## src/rtl/memory_bus_arbiter_if.sv

```systemverilog
// memory_bus_arbiter_if: bus bundle between the two requesters (core, host),
// the arbiter and the single fixed-latency memory port.
//   slave  : arbiter view (takes requests, drives acks and the memory strobes)
//   master : requester/memory view (drives requests and memory read data)
interface memory_bus_arbiter_if;
    // core requester
    logic        core_req;
    logic        core_we;
    logic [31:0] core_addr;
    logic [31:0] core_wdata;
    logic        core_ack;
    logic [31:0] core_rdata;
    // host / controller requester
    logic        host_req;
    logic        host_we;
    logic [31:0] host_addr;
    logic [31:0] host_wdata;
    logic        host_ack;
    logic [31:0] host_rdata;
    logic        host_lock;
    // memory port
    logic        mem_read;
    logic        mem_write;
    logic [31:0] mem_addr;
    logic [31:0] mem_wdata;
    logic [31:0] mem_rdata;
    // status
    logic        busy;
    logic        grant;

    modport slave (
        input  core_req, core_we, core_addr, core_wdata,
        output core_ack, core_rdata,
        input  host_req, host_we, host_addr, host_wdata, host_lock,
        output host_ack, host_rdata,
        output mem_read, mem_write, mem_addr, mem_wdata,
        input  mem_rdata,
        output busy, grant
    );

    modport master (
        output core_req, core_we, core_addr, core_wdata,
        input  core_ack, core_rdata,
        output host_req, host_we, host_addr, host_wdata, host_lock,
        input  host_ack, host_rdata,
        input  mem_read, mem_write, mem_addr, mem_wdata,
        output mem_rdata,
        input  busy, grant
    );
endinterface

```

## src/rtl/memory_bus_arbiter.sv

```systemverilog
// memory_bus_arbiter: shares one fixed-latency memory port between the core
// (port 0) and the host/controller path (port 1). One transaction at a time:
// IDLE -> ACCESS (MEM_LATENCY cycles of strobe) -> RESP (one-cycle ack) -> IDLE.
// Optional feature macro: ARBITER_ROUND_ROBIN_EN
//   undefined : fixed priority, host wins every tie
//   defined   : ties go to the port not granted last time (first tie -> core)
module memory_bus_arbiter #(
    parameter int unsigned MEM_LATENCY = 1
) (
    input  logic                 clk,
    input  logic                 reset,
    memory_bus_arbiter_if.slave  bus
);

    typedef enum logic [1:0] {
        IDLE   = 2'd0,
        ACCESS = 2'd1,
        RESP   = 2'd2
    } state_t;

    // Strobe cycles remaining after the current one; loaded on grant.
    localparam logic [3:0] COUNT_INIT = 4'(MEM_LATENCY - 1);

    state_t      state_r;
    logic [3:0]  count_r;
    logic [31:0] addr_r;
    logic [31:0] wdata_r;
    logic [31:0] rdata_r;
    logic        mem_read_r;
    logic        mem_write_r;
    logic        core_ack_r;
    logic        host_ack_r;
    logic        busy_r;
    logic        grant_r;
`ifdef ARBITER_ROUND_ROBIN_EN
    logic        last_grant_r;
`endif

    logic        core_eligible_s;
    logic        host_eligible_s;
    logic        any_eligible_s;
    logic        pick_host_s;
    logic        sel_we_s;
    logic [31:0] sel_addr_s;
    logic [31:0] sel_wdata_s;

    // Eligibility, winner selection and the winner's request fields.
    always_comb begin
        core_eligible_s = bus.core_req & ~bus.host_lock;
        host_eligible_s = bus.host_req;
        any_eligible_s  = core_eligible_s | host_eligible_s;
`ifdef ARBITER_ROUND_ROBIN_EN
        if (core_eligible_s && host_eligible_s) begin
            pick_host_s = ~last_grant_r;
        end else begin
            pick_host_s = host_eligible_s;
        end
`else
        pick_host_s = host_eligible_s;
`endif
        if (pick_host_s) begin
            sel_we_s    = bus.host_we;
            sel_addr_s  = bus.host_addr;
            sel_wdata_s = bus.host_wdata;
        end else begin
            sel_we_s    = bus.core_we;
            sel_addr_s  = bus.core_addr;
            sel_wdata_s = bus.core_wdata;
        end
    end

    // Transaction FSM; every output is a register updated here.
    always_ff @(posedge clk or posedge reset) begin
        if (reset) begin
            state_r      <= IDLE;
            count_r      <= 4'd0;
            addr_r       <= 32'd0;
            wdata_r      <= 32'd0;
            rdata_r      <= 32'd0;
            mem_read_r   <= 1'b0;
            mem_write_r  <= 1'b0;
            core_ack_r   <= 1'b0;
            host_ack_r   <= 1'b0;
            busy_r       <= 1'b0;
            grant_r      <= 1'b0;
`ifdef ARBITER_ROUND_ROBIN_EN
            last_grant_r <= 1'b1;
`endif
        end else begin
            case (state_r)
                IDLE: begin
                    core_ack_r <= 1'b0;
                    host_ack_r <= 1'b0;
                    if (any_eligible_s) begin
                        grant_r      <= pick_host_s;
`ifdef ARBITER_ROUND_ROBIN_EN
                        last_grant_r <= pick_host_s;
`endif
                        addr_r       <= sel_addr_s;
                        wdata_r      <= sel_wdata_s;
                        mem_read_r   <= ~sel_we_s;
                        mem_write_r  <= sel_we_s;
                        count_r      <= COUNT_INIT;
                        busy_r       <= 1'b1;
                        state_r      <= ACCESS;
                    end
                end
                ACCESS: begin
                    if (count_r == 4'd0) begin
                        // Last strobe cycle: memory data is valid now.
                        if (mem_read_r) begin
                            rdata_r <= bus.mem_rdata;
                        end
                        mem_read_r  <= 1'b0;
                        mem_write_r <= 1'b0;
                        core_ack_r  <= ~grant_r;
                        host_ack_r  <= grant_r;
                        state_r     <= RESP;
                    end else begin
                        count_r <= count_r - 4'd1;
                    end
                end
                RESP: begin
                    core_ack_r <= 1'b0;
                    host_ack_r <= 1'b0;
                    busy_r     <= 1'b0;
                    state_r    <= IDLE;
                end
                default: begin
                    mem_read_r  <= 1'b0;
                    mem_write_r <= 1'b0;
                    core_ack_r  <= 1'b0;
                    host_ack_r  <= 1'b0;
                    busy_r      <= 1'b0;
                    state_r     <= IDLE;
                end
            endcase
        end
    end

    assign bus.mem_read   = mem_read_r;
    assign bus.mem_write  = mem_write_r;
    assign bus.mem_addr   = addr_r;
    assign bus.mem_wdata  = wdata_r;
    assign bus.core_ack   = core_ack_r;
    assign bus.host_ack   = host_ack_r;
    assign bus.core_rdata = rdata_r;
    assign bus.host_rdata = rdata_r;
    assign bus.busy       = busy_r;
    assign bus.grant      = grant_r;

endmodule
```

## src/flat_wrapper.sv

```systemverilog
// flat-port wrapper written by rule: the top's interface ports become plain ports
module memory_bus_arbiter_flat 
#(
    parameter int unsigned MEM_LATENCY = 1
)
  (clk, reset, bus_core_req, bus_core_we, bus_core_addr, bus_core_wdata, bus_core_ack, bus_core_rdata, bus_host_req, bus_host_we, bus_host_addr, bus_host_wdata, bus_host_lock, bus_host_ack, bus_host_rdata, bus_mem_read, bus_mem_write, bus_mem_addr, bus_mem_wdata, bus_mem_rdata, bus_busy, bus_grant);
  memory_bus_arbiter_if bus_i ();
  input  logic clk;
  input  logic reset;
  input wire logic [$bits(bus_i.core_req)-1:0] bus_core_req;
  input wire logic [$bits(bus_i.core_we)-1:0] bus_core_we;
  input wire logic [$bits(bus_i.core_addr)-1:0] bus_core_addr;
  input wire logic [$bits(bus_i.core_wdata)-1:0] bus_core_wdata;
  output wire logic [$bits(bus_i.core_ack)-1:0] bus_core_ack;
  output wire logic [$bits(bus_i.core_rdata)-1:0] bus_core_rdata;
  input wire logic [$bits(bus_i.host_req)-1:0] bus_host_req;
  input wire logic [$bits(bus_i.host_we)-1:0] bus_host_we;
  input wire logic [$bits(bus_i.host_addr)-1:0] bus_host_addr;
  input wire logic [$bits(bus_i.host_wdata)-1:0] bus_host_wdata;
  input wire logic [$bits(bus_i.host_lock)-1:0] bus_host_lock;
  output wire logic [$bits(bus_i.host_ack)-1:0] bus_host_ack;
  output wire logic [$bits(bus_i.host_rdata)-1:0] bus_host_rdata;
  output wire logic [$bits(bus_i.mem_read)-1:0] bus_mem_read;
  output wire logic [$bits(bus_i.mem_write)-1:0] bus_mem_write;
  output wire logic [$bits(bus_i.mem_addr)-1:0] bus_mem_addr;
  output wire logic [$bits(bus_i.mem_wdata)-1:0] bus_mem_wdata;
  input wire logic [$bits(bus_i.mem_rdata)-1:0] bus_mem_rdata;
  output wire logic [$bits(bus_i.busy)-1:0] bus_busy;
  output wire logic [$bits(bus_i.grant)-1:0] bus_grant;
  assign bus_i.core_req = bus_core_req;
  assign bus_i.core_we = bus_core_we;
  assign bus_i.core_addr = bus_core_addr;
  assign bus_i.core_wdata = bus_core_wdata;
  assign bus_core_ack = bus_i.core_ack;
  assign bus_core_rdata = bus_i.core_rdata;
  assign bus_i.host_req = bus_host_req;
  assign bus_i.host_we = bus_host_we;
  assign bus_i.host_addr = bus_host_addr;
  assign bus_i.host_wdata = bus_host_wdata;
  assign bus_i.host_lock = bus_host_lock;
  assign bus_host_ack = bus_i.host_ack;
  assign bus_host_rdata = bus_i.host_rdata;
  assign bus_mem_read = bus_i.mem_read;
  assign bus_mem_write = bus_i.mem_write;
  assign bus_mem_addr = bus_i.mem_addr;
  assign bus_mem_wdata = bus_i.mem_wdata;
  assign bus_i.mem_rdata = bus_mem_rdata;
  assign bus_busy = bus_i.busy;
  assign bus_grant = bus_i.grant;
  memory_bus_arbiter #(.MEM_LATENCY(MEM_LATENCY)) u_core (.clk(clk), .reset(reset), .bus(bus_i));
endmodule
```

## config.mk

```make
export PLATFORM = sky130hd
export DESIGN_NAME = memory_bus_arbiter_flat
export DESIGN_NICKNAME = d
export VERILOG_FILES = /design/src/rtl/memory_bus_arbiter_if.sv /design/src/rtl/memory_bus_arbiter.sv /design/src/flat_wrapper.sv
export SDC_FILE = /design/constraint.sdc
export NUM_CORES = 1
export LEC_CHECK = 0
export CORE_ASPECT_RATIO = 0.8
export CORE_UTILIZATION = 36
export DETAILED_ROUTE_END_ITERATION = 7
export HOLD_SLACK_MARGIN = 0.05
export PLACE_DENSITY = 0.76
export SLEW_MARGIN = 30
export SYNTH_ARGS = -nofsm -noshare
export SYNTH_HDL_FRONTEND = slang
export SYNTH_SLANG_ARGS = --single-unit
```

## constraint.sdc

```tcl
create_clock -name clk -period 4.23 [get_ports clk]
set_input_delay 0.846 -clock clk [delete_from_list [all_inputs] [get_ports clk]]
set_output_delay 0.846 -clock clk [all_outputs]
set_load 0.1 [all_outputs]
```

; Yosys cells after proc, flatten, opt, wreduce, memory -nomap -nowiden
; Index checks and enable logic that the tools add are counted.
[word_totals]
inputBits = 167
out_inout_bits = 134
word_cells = 53
n_memories = 0
rom_bits = 0
latch_bits = 0
ram_bits = 0
register_bits = 108
[classes]
eq_ne = 5
shift = 0
magnitude_cmp = 0
add_sub_neg = 1
n_mux = 20
n_div = 0
multipliers = 0
n_reduce_logical = 9
bitwise_logic = 7
[op_table]
columns = cell, n
row1 = $mux 32, 2
row2 = $mux 1, 9
row3 = $reduce_and 3->1, 3
row4 = $mux 4, 2
row5 = $pmux 4 s2, 1
row6 = $pmux 1 s3, 2
row7 = $reduce_and 2->1, 3
row8 = $not 1->1, 5
row9 = $logic_not 4->1, 1
row10 = $mux 2, 2
row11 = $ne 2x1->1 const B, 2
row12 = $pmux 2 s2, 1
row13 = $sub 4x1->4 const B, 1
row14 = $eq 2x1->1 const B, 1
row15 = $eq 2x2->1 const B, 1
row16 = $logic_not 2->1, 1
row17 = $ne 2x2->1 const B, 1
row18 = $pmux 1 s2, 1
row19 = $reduce_bool 2->1, 1
row20 = $and 1x1->1, 1
row21 = $or 1x1->1, 1

; Logic depth before layout (Yosys ltp)
; Gate-level depths: netlist of run 1.
[logic_depth]
ltp_word = 5
ltp_mapped = 7
mapped_depth_nobuf = 5

; Worst setup path after synthesis of run 1
; No wires, ideal clock.
[synth_timing]
path_kind = register to output
from = reg u_core.rdata_r[0] (netlist: u_core.bus.core_rdata[0])
to = out bus_host_rdata[0]
path_buffers = 1
arrival_ns = 1.340
path_slack_ns = 2.044
stages_incl_launch_ff = 2
cell_sequence = dfrtp_1 buf_4
[synth_lines]
columns = item, line_no
row1 = start: declaration, memory_bus_arbiter.sv:28  ; logic [31:0] rdata_r;
row2 = start signal: assignment, memory_bus_arbiter.sv:112  ; rdata_r <= bus.mem_rdata;
row3 = end: declaration, flat_wrapper.sv:22  ; output wire logic [$bits(bus_i.host_rdata)-1:0] bus_host_rdata;
; No word-level cell between the ends.

; Worst setup path after layout of run 1
[layout_timing]
from = reg u_core.mem_read_r (netlist: u_core.bus.mem_read)
to = out bus_mem_read
[layout_lines]
columns = item, line_no
row1 = start: declaration, memory_bus_arbiter.sv:29  ; logic mem_read_r;
row2 = start signal: assignment, memory_bus_arbiter.sv:101  ; mem_read_r <= ~sel_we_s;
row3 = end: declaration, flat_wrapper.sv:23  ; output wire logic [$bits(bus_i.mem_read)-1:0] bus_mem_read;
; No word-level cell between the ends.

==> metrics.md, run 1 <==
| Metric | Value |
|---|---|
| Outcome | finished, violations left |
| Failing checks | DRC |
| Synthesis Warnings | 0 |
| Period utilisation layout | 65.1% |
| Detailed Place HPWL | 10400 um |
| # rows | 39 |
| Crit path DAT | 1910 ps |
| Global Route Usage Sum | 17.7% |
| CP bufs+invs | 1 |
| Critical Path Start | u_core.bus.mem_read$_DFFE_PP0P_ |
| Vias in the first global route | between 4000 and 5000 |
| Minimum clock period | 2760 ps |
| Avg WL per Cell | 16.5 um |
| Synth Register Bits | 108 |
| Critical Path, Cell by Cell | clkdlybuf4s50_1 |
| Critical path's slowest cell | clkdlybuf4s50_1 |
| Routability Congestion | approximately 0.75 |
| Commonest non-fill, non-tap cell in the layout | clkdlybuf4s50_1 |
| Skew final | just over 7 ps |
| CP Launch Type | flip-flop |
| Synth Instances | 368 |
| Fmax achieved | 0.363 GHz |
| Sequential element share of the synthesized area | between 50 and 60% |
| Initial antenna violation count | 0 |
| Hold path startpoint | u_core.bus.busy$_DFFE_PP0P_ |
| Core ar. | 14400 um^2 |
| Die width | around 140 um |
| Global-route wire length before repair | roughly 22000 um |
| Slew Limit Fails | 0 |
| Hold Buf Count CTS | 0 |
| Area grow syn2layout | 59.1% |
| WL final | approximately 14000 um |
| Distinct cells, synth | 35 |
| CP Capture Type | output pin |
| Most frequent cells in the layout | 299 x clkdlybuf4s50_1, 120 x mux2_2, 108 x dfrtp_1 |
| Max-slew headroom | 30.9% |
| Final hold violations | 0 |
| Post-CTS Setup Bufs | 0 |
| Worst path top cell family by delay | buffers and inverters |
| # DRC | 41 |
| Initial DRC count | approximately 140 |
| Worst-path fanout max | 3 |
| Crit Reg-Reg Startpoint | u_core.count_r[0]$_DFFE_PP0P_ |
| Clock latency on the worst-skew pair | 340 ps |
| Cts bufs inserted | 9 |
| Initial Util | 37.2% |
| Largest net degree at the start of global routing | 85 |
| Final setup viols | 0 |
| Final ANT Viol Nets | 0 |
| PostCTS Resize Cnt | 0 |
| Setup slack at placement | 1300 ps |
| Final net count | between 700 and 800 |
| Final setup TNS | 0 ps |
| Root buffer cell | clkbuf_16 |
| DR pass1 iterations | 6 |
| Worst hold path type | reg -> reg |
| Post-synthesis net count | 536 |
| Ant diodes | 0 |
| H-tree Lvls | 3 |
| TritonCTS Sinks | approximately 110 |
| Proportion of layout cells with a drive suffix above 1 | 28.8% |
| Die ar. | between 15000 and 20000 um^2 |
| Vias per cell | 4.67 |
| Crit path largest cell delay | 1160 ps |
| Seq. cell area | 2700 um^2 |
| Avg Inst Size Synth | about 15 um^2 |
| Clk buf depth | 2 |
| Setup WS post-layout | 1470 ps |
| RSZ-0062 raised after global routing | no |
| Fill cells | 1133 |
| Worst slew pin tran | 1030 ps |
| Worst Path Required | 3380 ps |
| Overflow after GRT | 0 |
| Detailed-route via count | 3828 |
| Critical path class | reg -> out |
| Footprint of the multi-input gates | 2230 um^2 |
| Max Cap Violations | 0 |
| IO Pins | 301 |
| Die Y | 111 um |
| Port Buf Inserts | 300 |
| Syn Std Cell Area | 5360 um^2 |
| CTS tree | yes |
| Clock-pin slew on the worst setup and hold paths | roughly 80 ps |
==> final timing paths <==
path	end	cells after the start	slack, ps
setup / recovery	bus_mem_read	1	1470
hold / removal	u_core.bus.busy$_DFFE_PP0P_	1	490
setup reg to reg	u_core.bus.core_rdata[30]$_DFFE_PP0P_	5	1870
hold reg to reg	u_core.bus.busy$_DFFE_PP0P_	1	490
max in group asynchronous	u_core.bus.core_rdata[1]$_DFFE_PP0P_	3	2480
min in group asynchronous	u_core.bus.mem_wdata[25]$_DFFE_PP0P_	2	1030
==> cells in the mapped netlist, drive strengths merged <==
library cell | number | area share (%)
mux2 | 161 | 36
or3 | 1 | 0.12
o31a | 1 | 0.16
or4 | 1 | 0.14
nor2 | 4 | 0.33
mux2i | 3 | 0.56
nor3b | 1 | 0.35
o21a | 2 | 0.28
a31o | 1 | 0.16
nand2b | 2 | 0.23
o21ai | 3 | 0.28
buf | 52 | 7.6
nand2 | 3 | 0.21
dfrtp | 108 | 50
ha | 1 | 0.23
a22o | 1 | 0.16
nand3 | 1 | 0.093
a21o | 1 | 0.14
o31ai | 2 | 0.28
nor2b | 2 | 0.23
o211ai | 2 | 0.28
and2 | 1 | 0.14
o221ai | 1 | 0.16
nor3 | 1 | 0.093
nand4b | 1 | 0.16
a21oi | 2 | 0.19
inv | 8 | 0.56
and3 | 1 | 0.12
==> kinds of logic (layout without fill, tap and decap cells) <==
group	after synthesis	after routing	synth area share (%)
adders and majority gates	1	1	0.233
buffers and inverters	60	328	8.17
and+or+nand+nor	19	19	2.22
AOI/OAI and AO/OA	16	16	2.10
muxes	164	164	36.8
DFF	108	108	50.4
==> metrics by stage <==
stage | std cells | cell area [um^2] | hold slack, ps | utilization, %
finish | 820 | 8530 | 493 | 59.2
global route | 820 | 8530 | 514 | 59.2
CTS | 820 | 8520 | 498 | 59.2
detailed placement | 804 | 8250 | 481 | 57.3
global placement | 804 | 8250 | 469 | 57.3
floorplan | 368 | 5360 | 493 | -
==> state kept, by name, summed over array words and instances, names as in the netlist <==
| name | flops |
|---|---|
| u_core.bus.core_ack | 1 |
| u_core.count_r | 4 |
| u_core.bus.mem_write | 1 |
| u_core.bus.host_ack | 1 |
| u_core.bus.core_rdata | 32 |
| u_core.state_r | 2 |
| u_core.bus.mem_read | 1 |
| u_core.bus.mem_addr | 32 |
| u_core.bus.mem_wdata | 32 |
| u_core.bus.grant | 1 |
| u_core.bus.busy | 1 |
==> area by class of cell <==
| type | instances | share of cell area, % |
|---|---|---|
| multi-input combinational | 200 | 26.2 |
| timing repair buffer | 304 | 35.8 |
| tap | 184 | 2.70 |
| clock buffer | 9 | 2.64 |
| sequential | 108 | 31.7 |
| inverter | 8 | 0.411 |
| clock inverter | 7 | 0.587 |
==> routing by layer <==
| layer | track usage (%) | up-vias | wire, um |
|---|---|---|---|
| li1 | - | 1796 | - |
| met5 | 0 | - | 0 |
| met3 | 5.40 | 11 | 1020 |
| met1 | 20.6 | 1871 | 5480 |
| met4 | 3.90 | 0 | 116 |
| met2 | 31.9 | 150 | 6930 |
Power of run 1 is not shown: default switching activity piles up to over one toggle a cycle in this logic, so the estimate is an artifact.
==> run 2, diff against run 1 <==
clock period = 2.6 ns   (was 4.23 ns; I/O delays follow)
==> metrics.md, run 2 (synthesis results as in run 1) <==
| Metric | Value |
|---|---|
| Most frequent cells in the layout | 165 x clkdlybuf4s50_1, 141 x buf_4, 120 x mux2_2 |
| Max-slew headroom | 54.8% |
| Footprint of the multi-input gates | 2230 um^2 |
| PostCTS Resize Cnt | 0 |
| Area grow syn2layout | 55.0% |
| Routability Congestion | 0.789 |
| Global Route Usage Sum | a little under a fifth |
| Worst path top cell family by delay | simple AND/OR/NAND/NOR gates |
| FF-to-FF path depth | 6 |
| Cts bufs inserted | 9 |
| Worst hold slack | between 400 and 500 ps |
| Hold Buf Count CTS | 0 |
| Clock-pin slew on the worst setup and hold paths | 70 ps |
| Critical path destination | u_core.bus.core_rdata[31]$_DFFE_PP0P_ |
| Initial DRC count | 170 |
| Final setup viols | 0 |
| Ant diodes | 0 |
| Reg-to-reg slack, setup | 430 ps |
| Fmax achieved | 0.462 GHz |
| # rows | 39 |
| CTS tree | yes |
| Worst Path Required | 2830 ps |
| IO Pins | 301 |
| Worst slew pin tran | 677 ps |
| Critical Path, Cell by Cell | inv_1 > ha_1 > nor3b_4 > and3_2 > buf_12 > mux2_2 |
| Worst path depth | 6 |
| Worst-path fanout max | 32 |
| Largest net degree at the start of global routing | 44 |
| Initial antenna violation count | 0 |
| Skew final | 11.4 ps |
| Final setup TNS | 0 ps |
| Port Buf Inserts | 300 |
| Seq. cell area | ~2700 um^2 |
| Critical Path Start | u_core.count_r[1]$_DFFE_PP0P_ |
| Final hold violations | 0 |
| Crit Reg-Reg Startpoint | u_core.count_r[1]$_DFFE_PP0P_ |
| Final net count | around 810 |
| Post-CTS Setup Bufs | 0 |
| Period utilisation layout | around 83% |
| Detailed-route via count | around 4000 |
| Worst hold path type | reg -> reg |
| Max Cap Violations | 0 |
| Avg WL per Cell | 17.1 um |
| Root buffer cell | clkbuf_16 |
| DR pass1 iterations | 6 |
| Core ar. | 14400 um^2 |
| Die Y | 111 um |
| Placed insts | 812 |
| Vias in the first global route | 4232 |
| CP Launch Type | flip-flop |
| Fill cells | 1181 |
| Die ar. | 15400 um^2 |
| Crit path DAT | between 2000 and 2500 ps |
| Critical path's slowest cell | nor3b_4 |
| Overflow after GRT | 0 |
| Critical path class | reg -> reg |
| Vias per cell | roughly 4.7 |
| Commonest non-fill, non-tap cell in the layout | clkdlybuf4s50_1 |
| TritonCTS Sinks | 108 |
| CP Capture Type | flip-flop |
| RSZ-0062 raised after global routing | no |
| Final ANT Viol Nets | 0 |
| Global-route wire length before repair | roughly 23000 um |
| Failing checks | DRC |
| # DRC | 40 |
| Clk buf depth | 2 |
| CP bufs+invs | 2 |
| WL final | 14200 um |
| Slew Limit Fails | 0 |
| Minimum clock period | 2170 ps |
| Final Core Density | 57.7% |
| Initial Util | between 30% and 40% |
| Outcome | finished, violations left |
| H-tree Lvls | 3 |
| Detailed Place HPWL | 11000 um |
| Clock latency on the worst-skew pair | between 300 and 400 ps |
| Die width | 138 um |
| Proportion of layout cells with a drive suffix above 1 | 50.5% |
| Crit path largest cell delay | about 440 ps |
| Worst reg2reg endpoint | u_core.bus.core_rdata[31]$_DFFE_PP0P_ |
| Final Non-Filler Cells | 828 |
## run 2: through the flow
| stage | worst slack (ps) | area [um^2] |
|---|---|---|
| 5_1_grt | 301 | 8300 |
| 3_5_place_dp | 341 | 8010 |
| 2_1_floorplan | 708 | 5360 |
| 3_3_place_gp | 376 | 8010 |
| 6_report | 434 | 8300 |
| 4_1_cts | 433 | 8300 |
## run 2: layout make-up
class,count,area share [%]
Clock buffer,11,3.04
Clock inverter,5,0.512
Inverter,8,0.407
Multi-Input combinational cell,200,26.8
Sequential cell,108,32.5
Tap cell,184,2.77
Timing Repair Buffer,312,33.9
## run 2: routing by layer
metal	wire length (um)	track usage [%]	vias to the layer above
met1	5800	22.6	1899
met4	277	6.22	0
met5	0	0	-
li1	-	-	1806
met3	918	4.88	15
met2	7180	32.6	166
## run 2: worst reg2reg max path: cells and delay by family (launching register included)
kind,cells,cell delay (ps)
mux,1,370
simple gates,2,730
buf+inv,2,350
fa+ha+maj,1,210
flops,1,400
## run 2: worst min path at each step
stage,start,endpoint,slack [ps],depth (start not counted)
floorplan,u_core.count_r[1]$_DFFE_PP0P_,u_core.count_r[1]$_DFFE_PP0P_,490,2
global placement,u_core.bus.mem_addr[22]$_DFFE_PP0P_,u_core.bus.mem_addr[22]$_DFFE_PP0P_,470,1
detailed placement,u_core.bus.busy$_DFFE_PP0P_,u_core.bus.busy$_DFFE_PP0P_,480,1
CTS,u_core.bus.busy$_DFFE_PP0P_,u_core.bus.busy$_DFFE_PP0P_,500,1
global route,u_core.bus.busy$_DFFE_PP0P_,u_core.bus.busy$_DFFE_PP0P_,510,1
finish,u_core.bus.mem_addr[24]$_DFFE_PP0P_,u_core.bus.mem_addr[24]$_DFFE_PP0P_,490,1
Power of run 2 is left out for the same reason.
==> edit 1: new RTL, flow settings as in run 1 <==
Make the reset (`reset`) synchronous in one clocked block.
--- a/src/rtl/memory_bus_arbiter.sv
+++ b/src/rtl/memory_bus_arbiter.sv
@@ -70,7 +70,7 @@
     end
 
     // Transaction FSM; every output is a register updated here.
-    always_ff @(posedge clk or posedge reset) begin
+    always_ff @(posedge clk) begin
         if (reset) begin
             state_r      <= IDLE;
             count_r      <= 4'd0;
Behaviour: differs if reset is asserted again (counterexample within 4 cycles, from zero or initial values and one cycle with reset high); with reset held inactive, the same outputs for 4 cycles.
==> edit 1 against run 1 <==
  * Maximum frequency is 0.79% higher
  * Setup slack improved by 0.021 ns
  * Design area is 8.8% lower
  * Sequential cell count stayed put
  * Wire length is 0.48% higher
  * Synthesized cell count is 40% higher
  * Synthesized area decreased by 12%
==> edit 1: results (changes against run 1) <==
[status]
outcome=finished clean

[synth]
synthTopCellsByCount=dfxtp_1, nor2_1, nand2_1
async_flop_share_pct=0  ; -100 points
synth.distinct_cells=32  ; -8.6%
avgSynthCellArea_um2=9.080  ; -38%
ys_top_cells_by_area=dfxtp_1, mux2i_1, a211oi_1, buf_4, nor2_1
ys_seq_area_share_pct=46.06  ; -4.4 points
ys.flop_type=dfxtp_1
synth.net_count=685  ; +28%

[sta]
fin_crit_ns=2.734  ; -0.02147 ns
worstMarginPinSlew_ns=1.016  ; -0.01632 ns
finClkSkew_ns=0.009730  ; +0.002564 ns

[setup_path]
cp_slowest_cell=clkdlybuf4s50_1
worst-path-max-fanout=4  ; +1
critPathArrivalTime_ns=1.89  ; -0.02 ns
rrSetupSlack_ns=2.11  ; +0.24 ns

[placed_design]
post-place-ws_ns=1.329  ; +0.02384 ns
dpl.hpwl_um=10530  ; +1.7%
placedCellCount=917  ; +14%
io_buffers=300  ; unchanged
place_congestion=0.8273  ; +10%

[global_routing]
grt.total_usage_pct=20.16  ; +2.5 points
grt_antenna_before_repair=0  ; unchanged
grt_pass1_vias=4268  ; +2.7%
grt_max_degree=72  ; -15%
grt_pass1_wl_um=21390  ; -1.4%

[detailed_routing]
wire_per_inst_um=14.58  ; -12%
viasPerCell=4.782  ; +2.4%
firstDrtPassIters=4  ; -2
first_iter_violations=92  ; -36%

[clocking]
clockBufferDepth=2  ; unchanged
post-cts-setup-buffers=0  ; unchanged
htreeDepth=3  ; unchanged
cts_buffers=9  ; unchanged
cts_resized=0  ; unchanged
clk_pin_slew_ns=0.07

[layout]
num_antenna_cells=0  ; unchanged
layout-drive-gt1-share_pct=3.675  ; -25 points
final_cell_count_no_fill=933  ; +14%
fill_cells=1033  ; -8.8%

[pwr]
peakVddDrop_uv=233.8
p_leak_nw=2.908

edit 1: layout make-up:
type / count / area, um^2 / area share, %
Sequential cell: 108 / 2162 / 27.79
Clock buffer: 13 / 250.2 / 3.217
Multi-Input combinational cell: 332 / 2072 / 26.64
Inverter: 2 / 7.507 / 0.09651
Clock inverter: 3 / 22.52 / 0.2895
Timing Repair Buffer: 304 / 3050 / 39.22
Tap cell: 171 / 214.0 / 2.751
edit 1: logic make-up after synthesis:
logic type      count (synthesis)  share of synthesized area (%)
buf+inv                        77                          10.15
fa+ha+maj                       1                         0.2665
flops                         108                          46.06
compound gates                107                          15.01
mux                            66                          14.10
xor+xnor                        2                         0.3732
simple gates                  156                          14.05
edit 1: worst paths after layout:
check | start | to | cells past startpoint
min | u_core.bus.core_ack | u_core.bus.core_ack | 2
max | u_core.bus.mem_read | bus_mem_read | 1
max reg2reg | u_core.count_r[0] | u_core.bus.core_rdata[5] | 6
min reg2reg | u_core.bus.core_ack | u_core.bus.core_ack | 2
edit 1: through the flow:
| step | hold slack [ns] | cell area (um^2) |
|---|---|---|
| after floorplan | 0.4609 | 4695 |
| after CTS | 0.4709 | 7789 |
| after global placement | 0.4487 | 7488 |
| after global routing | 0.4832 | 7779 |
| after detailed placement | 0.4633 | 7516 |
| final | 0.4671 | 7779 |
edit 1: power groups by stage:
stage | sequential, W | clock, W | combinational [W]
after floorplan | 0.00181 | 0 | 0.000303
after global placement | 0.00118 | 0 | 0.00131
after detailed placement | 0.00119 | 0 | 0.00132
after CTS | 0.00116 | 0.000792 | 0.00132
after global routing | 0.00118 | 0.000832 | 0.00137
final | 0.00116 | 0.000762 | 0.00131
edit 1: worst min-delay path, stage by stage, from the launching register on:
cell     delay (ns)
dfxtp_1        0.31
nand2_1        0.05
a21oi_1        0.06
edit 1: layer usage:
metal,share of wire (%),track usage [%]
met5,0,0
met4,0.92,4.568
met1,38,21.03
met2,54,39.23
met3,7.5,5.401
==> edit 2: new RTL, config.mk and constraints of run 1 <==
Without the edit above. Add a define of `ARBITER_ROUND_ROBIN_EN`.
--- a/src/rtl/memory_bus_arbiter.sv
+++ b/src/rtl/memory_bus_arbiter.sv
@@ -4,6 +4,8 @@
 // Optional feature macro: ARBITER_ROUND_ROBIN_EN
 //   undefined : fixed priority, host wins every tie
 //   defined   : ties go to the port not granted last time (first tie -> core)
+`define ARBITER_ROUND_ROBIN_EN
+
 module memory_bus_arbiter #(
     parameter int unsigned MEM_LATENCY = 1
 ) (
Formal check against the unedited RTL: not equivalent (a bounded check fails within 4 cycles, from zero or initial values and one cycle with reset high).
==> edit 2 against run 1 <==
  * Setup slack got worse by 0.013 ns
  * Wire length shrank 1.2%
  * Design area is 4.0% lower
  * Synthesized area is 7.1% lower
  * Sequential cell count rose by 1
  * Die area down 7.0%
  * Sequential share of layout area up 1.6 points
Power is not shown: default switching activity piles up to over one toggle a cycle in this logic, so the estimate is an artifact.
==> edit 2: results (changes against run 1) <==
[status]
outcome=finished clean

[min_path]
min_from=u_core.bus.mem_wdata[29]
min_path_type=reg2reg
hold_depth=2  ; +1

[global_routing]
grt.total_usage_pct=19.18  ; +1.5 points
grt_pass1_wl_um=21180  ; -2.4%
grt_max_degree=138  ; +62%
grt_antenna_before_repair=0  ; unchanged
grt_overflow_total=0  ; unchanged
grt_pass1_vias=4144  ; -0.29%

[layout]
multi_input_comb_area_um2=1849  ; -17%
non_clock_inverter_count=7  ; -1
seq_share_pct=33.32  ; +1.6 points
finalNetCount=868  ; +8.6%
clock_tree_area_fraction_pct=3.560  ; +0.33 points
buf_share_pct=37.43  ; +1.6 points
num_antenna_cells=0  ; unchanged
multiInputCombCellCount=269  ; +35%
layout-drive-gt1-share_pct=8.085  ; -21 points
fill_cells=1106  ; -2.4%
buffers=304  ; unchanged
clockBufferCount=10  ; +1

[sta]
finClkSkew_ns=0.007482  ; +0.0003156 ns
worstMarginPinSlew_ns=1.014  ; -0.01837 ns

[synth]
synth.distinct_cells=28  ; -20%
ys_seq_area_share_pct=54.84  ; +4.4 points
synth.net_count=612  ; +14%
ys_ff_latch=109  ; +0.93%
yosys_warnings=0  ; unchanged
synthTopCellsByCount=dfrtp_1, nand2_1, o21ai_0
async_flop_share_pct=100.0  ; unchanged
ys_top_cells_by_area=dfrtp_1, mux2i_1, o21ai_0, mux2_2, buf_4

[detailed_routing]
first_iter_violations=106  ; -26%
drt-total-wl_um=13380  ; -1.2%
route.detailed.drc=0  ; -100%
viasPerCell=4.660  ; -0.18%
firstDrtPassIters=6  ; unchanged

[placed_design]
dpl.hpwl_um=10370  ; +0.16%
place_congestion=0.8515  ; +13%
io_buffers=300  ; unchanged

[setup_path]
cp_top_family=buffers and inverters
critPathArrivalTime_ns=1.92
worst-path-max-fanout=4  ; +1
cpPeakStageDelay_ns=1.17
reg2reg_depth=6  ; +1
rrSetupSlack_ns=2.00  ; +0.13 ns
cp_slowest_cell=clkdlybuf4s50_1
timing.rr.start=u_core.count_r[0]
critPathLaunch=u_core.bus.grant

[clocking]
htreeDepth=3  ; unchanged
clk_pin_slew_ns=0.07
post-cts-setup-buffers=0  ; unchanged
insertion_delay_ns=0.35
cts_buffers=9  ; unchanged
root_buffer=clkbuf_16
clockBufferDepth=2  ; unchanged
cts_resized=0  ; unchanged

-- edit 2: worst register-to-register path, cell delays in order, from the launching register on --
cell and delay [ns]:
dfrtp_1 0.41, inv_1 0.07, ha_1 0.14, or3b_1 0.51
nor3_4 0.20, buf_4 0.38, mux2_2 0.41
-- edit 2: routing by layer --
layer	global-route usage, %	wire length, um	up-vias
met1	21.14	5098	1940
met2	35.38	7088	174
met3	5.910	980	16
met4	5.601	216	0
li1	-	-	1994
met5	0	0	-
-- edit 2: cells by family after synthesis --
group,share of synthesized area (%)
adders and majority gates,0.2514
muxes,20.72
and+or+nand+nor,7.720
DFF,54.84
AOI/OAI and AO/OA,8.097
buffers and inverters,8.373
-- edit 2: final timing paths --
| check | endpoint |
|---|---|
| setup / recovery | bus_grant |
| max in group asynchronous | u_core.last_grant_r |
| min in group asynchronous | u_core.bus.mem_addr[7] |
| hold reg to reg | u_core.bus.mem_wdata[29] |
| setup reg to reg | u_core.bus.core_rdata[15] |
| hold / removal | u_core.bus.mem_wdata[29] |
-- edit 2: stage by stage --
stage / hold slack (ns) / cell area [um^2] / instances / setup slack (ns)
6_report: 0.4790 / 8189 / 885 / 1.461
5_1_grt: 0.5073 / 8189 / 885 / 1.404
4_1_cts: 0.4853 / 8189 / 885 / 1.436
3_5_place_dp: 0.4694 / 7898 / 869 / 1.190
3_3_place_gp: 0.4613 / 7903 / 869 / 1.319
2_1_floorplan: 0.4517 / 4976 / 444 / 0.5117
